$ cat config.mk
export PLATFORM = sky130hd
export DESIGN_NAME = m68k_bus_arbiter_flat
export DESIGN_NICKNAME = d
export VERILOG_FILES = /design/src/rtl/m68k_bus_arbiter_if.sv /design/src/rtl/m68k_bus_arbiter.sv /design/src/flat_wrapper.sv
export SDC_FILE = /design/constraint.sdc
export NUM_CORES = 1
export LEC_CHECK = 0
export ABC_AREA = 1
export BUFFER_PORTS_ARGS = -buffer_cell sky130_fd_sc_hd__buf_2
export CAP_MARGIN = 15
export CORE_AREA = 2 2 110 59
export CTS_BUF_LIST = sky130_fd_sc_hd__clkbuf_8
export CTS_CLUSTER_SIZE = 30
export DETAILED_ROUTE_END_ITERATION = 16
export DIE_AREA = 0 0 112 61
export PLACE_DENSITY = 0.53
export SETUP_SLACK_MARGIN = 0.15
export SYNTH_ARGS = -nofsm -noshare
export SYNTH_HDL_FRONTEND = slang
export SYNTH_SLANG_ARGS = --single-unit
$ cat constraint.sdc
create_clock -name PI_CLK -period 2.35 [get_ports PI_CLK]
set_clock_uncertainty 0.15 [all_clocks]
set_input_delay 0.235 -clock PI_CLK [delete_from_list [all_inputs] [get_ports PI_CLK]]
set_output_delay 0.235 -clock PI_CLK [all_outputs]
set_load 0.02 [all_outputs]
$ cat src/rtl/m68k_bus_arbiter_if.sv
// m68k_bus_arbiter_if
// Bundles the 68000 bus-arbitration handshake (BR/BG/BGACK), the bus clock
// and the sequencer-side grant/ownership signals between the arbiter and
// the rest of the system.
//   M68K_CLK      68000 bus clock, asynchronous to the arbiter clock
//   M68K_BR_n     external bus request (active low)
//   M68K_BGACK_n  external grant acknowledge (active low)
//   M68K_BG_n     bus grant to the external master (active low)
//   seq_busy      local bus sequencer is mid-cycle
//   cnt_clr       single-cycle pulse clearing ext_cnt
//   cpu_grant     sequencer may start a new bus cycle
//   ext_owned     external master currently owns the bus
//   ext_cnt       saturating count of completed external tenures
// Modport master is the arbiter side, slave is the system side.
interface m68k_bus_arbiter_if #(
  parameter int CNT_W = 16
);
  logic             M68K_CLK;
  logic             M68K_BR_n;
  logic             M68K_BGACK_n;
  logic             M68K_BG_n;
  logic             seq_busy;
  logic             cnt_clr;
  logic             cpu_grant;
  logic             ext_owned;
  logic [CNT_W-1:0] ext_cnt;

  modport master (
    input  M68K_CLK,
    input  M68K_BR_n,
    input  M68K_BGACK_n,
    input  seq_busy,
    input  cnt_clr,
    output M68K_BG_n,
    output cpu_grant,
    output ext_owned,
    output ext_cnt
  );

  modport slave (
    output M68K_CLK,
    output M68K_BR_n,
    output M68K_BGACK_n,
    output seq_busy,
    output cnt_clr,
    input  M68K_BG_n,
    input  cpu_grant,
    input  ext_owned,
    input  ext_cnt
  );
endinterface

$ cat src/rtl/m68k_bus_arbiter.sv
// m68k_bus_arbiter
// 68000-style bus arbiter running on the fast PI_CLK. The 68000 bus clock
// and the BR_n/BGACK_n handshake are synchronised as data; every state and
// BG_n change happens only in the PI_CLK cycle that sees a synced falling
// edge of M68K_CLK (c7m_fall), so BG_n moves in step with the 68000 bus.
// Ports:
//   PI_CLK   sole clock, all state updates on its rising edge
//   RESET_n  asynchronous active-low reset
//   bus      arbitration interface (master modport), see m68k_bus_arbiter_if
// Parameters:
//   GRANT_TIMEOUT  c7m_fall edges BG_n may stay low without BGACK_n
//   CNT_W          width of the external-tenure counter
module m68k_bus_arbiter #(
  parameter int GRANT_TIMEOUT = 8,
  parameter int CNT_W         = 16
) (
  input logic                 PI_CLK,
  input logic                 RESET_n,
  m68k_bus_arbiter_if.master  bus
);

  localparam logic [1:0] OWN   = 2'd0;
  localparam logic [1:0] DRAIN = 2'd1;
  localparam logic [1:0] GRANT = 2'd2;
  localparam logic [1:0] EXT   = 2'd3;

  localparam int            TW     = $clog2(GRANT_TIMEOUT) + 1;
  localparam logic [TW-1:0] T_LAST = TW'(GRANT_TIMEOUT - 1);

  function automatic logic [CNT_W-1:0] sat_inc(input logic [CNT_W-1:0] v);
    return (&v) ? v : v + CNT_W'(1);
  endfunction

  logic             c7m_p0, c7m_p1, c7m_p2;
  logic             br_p0, br_p1;
  logic             bgack_p0, bgack_p1;
  logic             c7m_fall;
  logic [1:0]       state, state_nxt;
  logic [TW-1:0]    tcnt, tcnt_nxt;
  logic             ext_exit;
  logic             bg_n_r, cpu_grant_r, ext_owned_r;
  logic [CNT_W-1:0] ext_cnt_r;

  // Synchronizer stages: _p0 metastability flop, _p1 synced value,
  // c7m_p2 holds the previous synced bus clock for edge detection.
  always_ff @(posedge PI_CLK or negedge RESET_n) begin
    if (!RESET_n) begin
      c7m_p0   <= 1'b0;
      c7m_p1   <= 1'b0;
      c7m_p2   <= 1'b0;
      br_p0    <= 1'b1;
      br_p1    <= 1'b1;
      bgack_p0 <= 1'b1;
      bgack_p1 <= 1'b1;
    end else begin
      c7m_p0   <= bus.M68K_CLK;
      c7m_p1   <= c7m_p0;
      c7m_p2   <= c7m_p1;
      br_p0    <= bus.M68K_BR_n;
      br_p1    <= br_p0;
      bgack_p0 <= bus.M68K_BGACK_n;
      bgack_p1 <= bgack_p0;
    end
  end

  assign c7m_fall = c7m_p2 & ~c7m_p1;

  // Arbitration decisions, taken only on a bus-clock falling edge.
  // An asserted BGACK_n always wins: it either completes a grant or is an
  // unsolicited takeover from OWN/DRAIN.
  always_comb begin
    state_nxt = state;
    tcnt_nxt  = tcnt;
    ext_exit  = 1'b0;
    if (c7m_fall) begin
      case (state)
        OWN: begin
          if (!bgack_p1)   state_nxt = EXT;
          else if (!br_p1) state_nxt = DRAIN;
        end
        DRAIN: begin
          if (!bgack_p1)      state_nxt = EXT;
          else if (!bus.seq_busy) state_nxt = br_p1 ? OWN : GRANT;
        end
        GRANT: begin
          if (!bgack_p1)           state_nxt = EXT;
          else if (br_p1)          state_nxt = OWN;
          else if (tcnt == T_LAST) state_nxt = OWN;
          else                     tcnt_nxt  = tcnt + TW'(1);
        end
        EXT: begin
          if (bgack_p1) begin
            ext_exit  = 1'b1;
            // A request already pending goes straight back to GRANT; the
            // local sequencer cannot have started anything while we were out.
            state_nxt = br_p1 ? OWN : GRANT;
          end
        end
        default: state_nxt = OWN;
      endcase
      if (state_nxt == GRANT && state != GRANT) tcnt_nxt = '0;
    end
  end

  // State and registered outputs, all derived from the next state.
  always_ff @(posedge PI_CLK or negedge RESET_n) begin
    if (!RESET_n) begin
      state       <= OWN;
      tcnt        <= '0;
      bg_n_r      <= 1'b1;
      cpu_grant_r <= 1'b1;
      ext_owned_r <= 1'b0;
      ext_cnt_r   <= '0;
    end else begin
      state       <= state_nxt;
      tcnt        <= tcnt_nxt;
      bg_n_r      <= (state_nxt != GRANT);
      cpu_grant_r <= (state_nxt == OWN);
      ext_owned_r <= (state_nxt == EXT);
      if (bus.cnt_clr)   ext_cnt_r <= '0;
      else if (ext_exit) ext_cnt_r <= sat_inc(ext_cnt_r);
    end
  end

  // cpu_grant drops as soon as the synced request is seen in OWN, without
  // waiting for the bus-clock edge, so no new sequencer cycle can start.
  assign bus.cpu_grant = cpu_grant_r & ~((state == OWN) & ~br_p1);
  assign bus.M68K_BG_n = bg_n_r;
  assign bus.ext_owned = ext_owned_r;
  assign bus.ext_cnt   = ext_cnt_r;

endmodule

$ cat src/flat_wrapper.sv
// flat-port wrapper written by rule: the top's interface ports become plain ports
module m68k_bus_arbiter_flat 
#(
  parameter int GRANT_TIMEOUT = 8,
  parameter int CNT_W         = 16
)
  (PI_CLK, RESET_n, bus_M68K_CLK, bus_M68K_BR_n, bus_M68K_BGACK_n, bus_seq_busy, bus_cnt_clr, bus_M68K_BG_n, bus_cpu_grant, bus_ext_owned, bus_ext_cnt);
  m68k_bus_arbiter_if #(.CNT_W(CNT_W)) bus_i ();
  input logic PI_CLK;
  input logic RESET_n;
  input wire logic [$bits(bus_i.M68K_CLK)-1:0] bus_M68K_CLK;
  input wire logic [$bits(bus_i.M68K_BR_n)-1:0] bus_M68K_BR_n;
  input wire logic [$bits(bus_i.M68K_BGACK_n)-1:0] bus_M68K_BGACK_n;
  input wire logic [$bits(bus_i.seq_busy)-1:0] bus_seq_busy;
  input wire logic [$bits(bus_i.cnt_clr)-1:0] bus_cnt_clr;
  output wire logic [$bits(bus_i.M68K_BG_n)-1:0] bus_M68K_BG_n;
  output wire logic [$bits(bus_i.cpu_grant)-1:0] bus_cpu_grant;
  output wire logic [$bits(bus_i.ext_owned)-1:0] bus_ext_owned;
  output wire logic [$bits(bus_i.ext_cnt)-1:0] bus_ext_cnt;
  assign bus_i.M68K_CLK = bus_M68K_CLK;
  assign bus_i.M68K_BR_n = bus_M68K_BR_n;
  assign bus_i.M68K_BGACK_n = bus_M68K_BGACK_n;
  assign bus_i.seq_busy = bus_seq_busy;
  assign bus_i.cnt_clr = bus_cnt_clr;
  assign bus_M68K_BG_n = bus_i.M68K_BG_n;
  assign bus_cpu_grant = bus_i.cpu_grant;
  assign bus_ext_owned = bus_i.ext_owned;
  assign bus_ext_cnt = bus_i.ext_cnt;
  m68k_bus_arbiter #(.GRANT_TIMEOUT(GRANT_TIMEOUT), .CNT_W(CNT_W)) u_core (.PI_CLK(PI_CLK), .RESET_n(RESET_n), .bus(bus_i));
endmodule
# == Yosys cells after proc, flatten, opt, wreduce, memory -nomap -nowiden ==
# Index checks and enable logic that the tools add are counted.
# W data, S select, Z words.
# totals
elab_cells,64
in_bits,7
reg_bits,32
# classes
muxes,23
n_bitwise,6
addsub,2
reduce_logical,9
eq_ne,11
# op_table
op,count
$mux W16,3
$mux W2,11
$mux W4,5
$add A16 B1 Y16 const B,1
$reduce_and A16 Y1,1
$ne A2 B2 Y1 const B,5
$eq A2 B2 Y1 const B,4
$pmux W2 S4,1
$reduce_bool A2 Y1,3
$reduce_and A5 Y1,1
$add A4 B1 Y4 const B,1
$eq A4 B3 Y1 const B,1
$logic_not A2 Y1,2
$and A1 B1 Y1,3
$mux W1,3
$not A1 Y1,3
$eq A2 B1 Y1 const B,1
$reduce_and A2 Y1,1
$logic_and A1 B1 Y1,1

# == Longest topological paths before layout ==
# depth
depth_word,10
mapped_depth,10
mapped_depth_nobuf,10

# == Worst setup path after synthesis ==
# No wires, ideal clock.
# synth_timing
path_kind,flip-flop to flip-flop
startpoint,reg u_core.ext_cnt_r[0] (netlist: u_core.bus.ext_cnt[0])
endpoint,reg u_core.ext_cnt_r[4] (netlist: u_core.bus.ext_cnt[4])
synth_period_minus_slack_ns,1.811
path_stages_with_launch,10
n_path_buf,2
setup_ns,0.126
required_ns,2.074
arrival_ns,1.535
setup_slack_ns,0.539
path_cell_list,dfrtp_1 > ha_1 > inv_1 > nor2_1 > nand2_1 > nand3b_1 > nand2_1 > buf_6 > buf_6 > o21ai_0
# synth_between
elab_chain_cells,4
elab_cells_between_ends,7
cone_classes,1 x add/sub; 1 x eq/ne; 3 x mux; 2 x reduce/logical
# synth_lines
item,line,rtl
"start, declared",m68k_bus_arbiter.sv:42,logic [CNT_W-1:0] ext_cnt_r;
"start signal, assigned",m68k_bus_arbiter.sv:121,else if (ext_exit) ext_cnt_r <= sat_inc(ext_cnt_r);
$add A16 B1 Y16,m68k_bus_arbiter.sv:31,return (&v) ? v : v + CNT_W'(1);
$mux W16,m68k_bus_arbiter.sv:31,
$mux W16,m68k_bus_arbiter.sv:121,
$mux W16,m68k_bus_arbiter.sv:120,if (bus.cnt_clr) ext_cnt_r <= '0;
# Several ways; a longest one is shown, not always the timed one. The select of a mux whose other input is x is not followed.
# A chain may end at the register's enable or synchronous reset.

# == Final worst setup path ==
# layout_timing
startpoint,reg u_core.ext_cnt_r[0] (netlist: u_core.bus.ext_cnt[0])
endpoint,reg u_core.ext_cnt_r[9] (netlist: u_core.bus.ext_cnt[9])
# Same word-level chain as after synthesis.

==> impl_metrics.toml <==
[synthesis]
syn_nets = 236
synthAdderAreaFrac = 0.0147
yosys.area_share.simple = 0.347
synthesis.area_um2 = 1700
yosysWarningCount = 0
ys_ff_latch = 32
syn-instance-count = 227
synth-seq-area-share = 0.474
yosysUniqueCellTypes = 19
synth_xor_area_frac = 0.0308
syn_avg_cell_area_um2 = 7.51
synth_top_family_by_area = "simple AND/OR/NAND/NOR gates"
synth-compound-area-share = 0.0573
synth_mux_area_frac = 0

[sta]
max-slew-margin-rel = 0.506
max_freq_mhz = 516
min_period_over_period = 0.824
fin_crit_ns = 1.94
finalSetupViolations = 0
hold_viol = 0
rsz0062_at_grt = "false"
worst_slew_pin_slew_ns = 0.741
setup_tns_ns = 0
drv_slew = 0

[cells_and_area]
largest_reg_flops = 16
fin_nets = 271
diodes = 0
multi_input_area_um2 = 767
area_growth_pct = 22.2
drive_above_1_share = 0.175
nFillCells = 645
final_cell_area_um2 = 2080
seq_area_um2 = 808

[die]
core_um2 = 5860
start_util = 0.291
die_y_um = 61
io-pin-count = 26
num_rows = 20
die_width_um = 112
dieArea_um2 = 6830

[critical_path]
crit_fanout = 12
path_cells = "ha_1 > inv_1 > nor2_1 > nand2_1 > nand3b_1 > nand2_1 > buf_4 > inv_1 > nand2_1 > nand2_1"
critPathMaxStageDelay_ns = 0.41
regToRegStartpoint = "u_core.bus.ext_cnt[0]"
worstSetupEndpointType = "register"
crit_type = "reg2reg"
cp-startpoint = "u_core.bus.ext_cnt[0]"
crit_top_cell = "nand2_1"
worstPathArrival_ns = 1.96
critPathLaunchType = "register"
critical_path_buf_inv_count = 3
r2r_slack_ns = 0.41
crit_cells = 10
critical_path.slowest_cell = "dfrtp_1"
crit_path_end = "u_core.bus.ext_cnt[9]"
crit_required_ns = 2.37
r2r-end = "u_core.bus.ext_cnt[9]"
cp_top_family = "simple AND/OR/NAND/NOR gates"
reg2reg_depth = 10

[power]
seq_power_share = 0.453
worst_ir_drop_vdd_v = 0.000270
swShare = 0.269
power_frac_clock = 0.402
power.internal_uw = 1060
p_leak_uw = 0.00103
combPwrFrac = 0.145
power.switching_uw = 390
power_density_nw_per_um2 = 697

[global_route]
grt_overflow_total = 0
grt_pass1_vias = 1381
antenna_found_initial = 0
grt_pass1_wl_mm = 6.94
grt_max_degree = 33
grt_usage = 0.135

[placed_design]
io_buffers = 25
postPlaceCellArea_um2 = 1920
place_congestion = 0.845
hpwl_mm = 3.08

[clock_network]
cts_resized = 0
cts-htree-levels = 2
cts_root_buffer = "clkbuf_8"
cts_setup_buffers = 0
clockBufferDepth = 2
ctsHoldBuffers = 4
clock-sinks = 32
cts_buffers = 5
path_clk_slew_ns = 0.07
clock_latency_ns = 0.28
cts_tree = "yes"

[drt]
ant_nets = 0
routed_wl_mm = 4.12
route.detailed.drc = 0
dr.first_iter.drc_count = 94
routed_via_density = 4.49
vias = 1528
avgRoutedWirePerCell_um = 12.1
drtPass1Iterations = 6

[run_status]
outcome = "finished, final reports clean"

[worst_hold_path]
min_path_type = "in2reg"

[flow_run]
maxCapViolations = 0
## per-layer routing
metal | vias up | part of all wire | global-route usage
li1 | 783 | - | -
met1 | 688 | 0.58 | 0.220
met2 | 52 | 0.34 | 0.162
met3 | 5 | 0.070 | 0.0410
met4 | 0 | 0.0083 | 0.0366
met5 | - | 0 | 0
## cells in the final DEF (no fill, tap or decap), types with 2 or more instances in the layout
cell	instances
and2_1	3
buf_2	25
buf_4	3
clkbuf_8	7
dfrtp_1	26
dfstp_2	6
dlygate4sd3_1	4
ha_1	2
inv_1	26
nand2_1	79
nand3_1	20
nand3b_1	2
nand4_1	6
nor2_1	25
nor2_2	2
o21ai_0	15
o21bai_1	3
xor2_1	6
## power groups by stage
stage / Combinational [uW] / Sequential [uW] / Clock (uW)
after floorplan: 129 / 674 / 0
final: 211 / 658 / 583
after CTS: 213 / 657 / 605
after global placement: 206 / 664 / 0
after global routing: 243 / 665 / 631
after detailed placement: 208 / 665 / 0
## Yosys cell counts
cell / number / area (um2)
nor2_2: 2 / 12.5
nor2_1: 25 / 93.8
nor2_4: 1 / 11.3
inv_1: 26 / 97.6
buf_2: 1 / 5.00
o21ai_0: 15 / 75.1
clkbuf_1: 1 / 3.75
nand2_1: 79 / 297
or2_2: 1 / 6.26
dfrtp_1: 26 / 651
nand4_1: 6 / 37.5
and2_1: 3 / 18.8
buf_6: 2 / 22.5
nand3_1: 20 / 100
xor2_1: 6 / 52.6
dfstp_2: 6 / 158
o21bai_1: 3 / 22.5
nand3b_1: 2 / 15.0
ha_1: 2 / 25.0
## worst reg2reg max path, stage by stage, from the launching register on
cell and delay (ns):
dfrtp_1 0.41, ha_1 0.27, inv_1 0.08, nor2_1 0.20
nand2_1 0.09, nand3b_1 0.16, nand2_1 0.09, buf_4 0.17
inv_1 0.09, nand2_1 0.07, nand2_1 0.05
## final cells by class
class | instances | share of cell area
multi-input combinational | 165 | 0.368
clock buffer | 7 | 0.0462
tap | 77 | 0.0462
clock inverter | 1 | 0.0144
inverter | 26 | 0.0468
sequential | 32 | 0.388
timing repair buffer | 32 | 0.0901
## cells by family (layout without fill, tap and decap cells)
| logic type | count (synthesis) | after routing |
|---|---|---|
| AO/OA/AOI/OAI | 18 | 18 |
| XOR/XNOR | 6 | 6 |
| adder cells (fa/ha/maj) | 2 | 2 |
| buffers and inverters | 30 | 66 |
| flip-flops | 32 | 32 |
| AND/OR/NAND/NOR | 139 | 139 |
## stage by stage
stage	hold WS, ns	setup slack, ns	util	cells	power (uW)
floorplan	-0.211	0.539	-	227	804
CTS	0.135	0.433	0.356	340	1480
global placement	0.182	0.501	0.327	328	870
detailed placement	0.191	0.447	0.327	328	873
finish	0.148	0.414	0.356	340	1450
global route	0.171	0.215	0.356	340	1540
## worst min path at each step
stage,from,end,slack [ns],cells after the start
after global routing,bus_cnt_clr,u_core.bus.ext_cnt[6],0.17,4
after global placement,u_core.c7m_p0,u_core.c7m_p1,0.18,0
after CTS,bus_cnt_clr,u_core.bus.ext_cnt[3],0.14,4
final,bus_cnt_clr,u_core.bus.ext_cnt[3],0.15,4
after detailed placement,RESET_n,u_core.c7m_p0,0.19,1
after floorplan,RESET_n,u_core.bus.ext_cnt[0],-0.21,0
(Power assumes the default switching activity.)
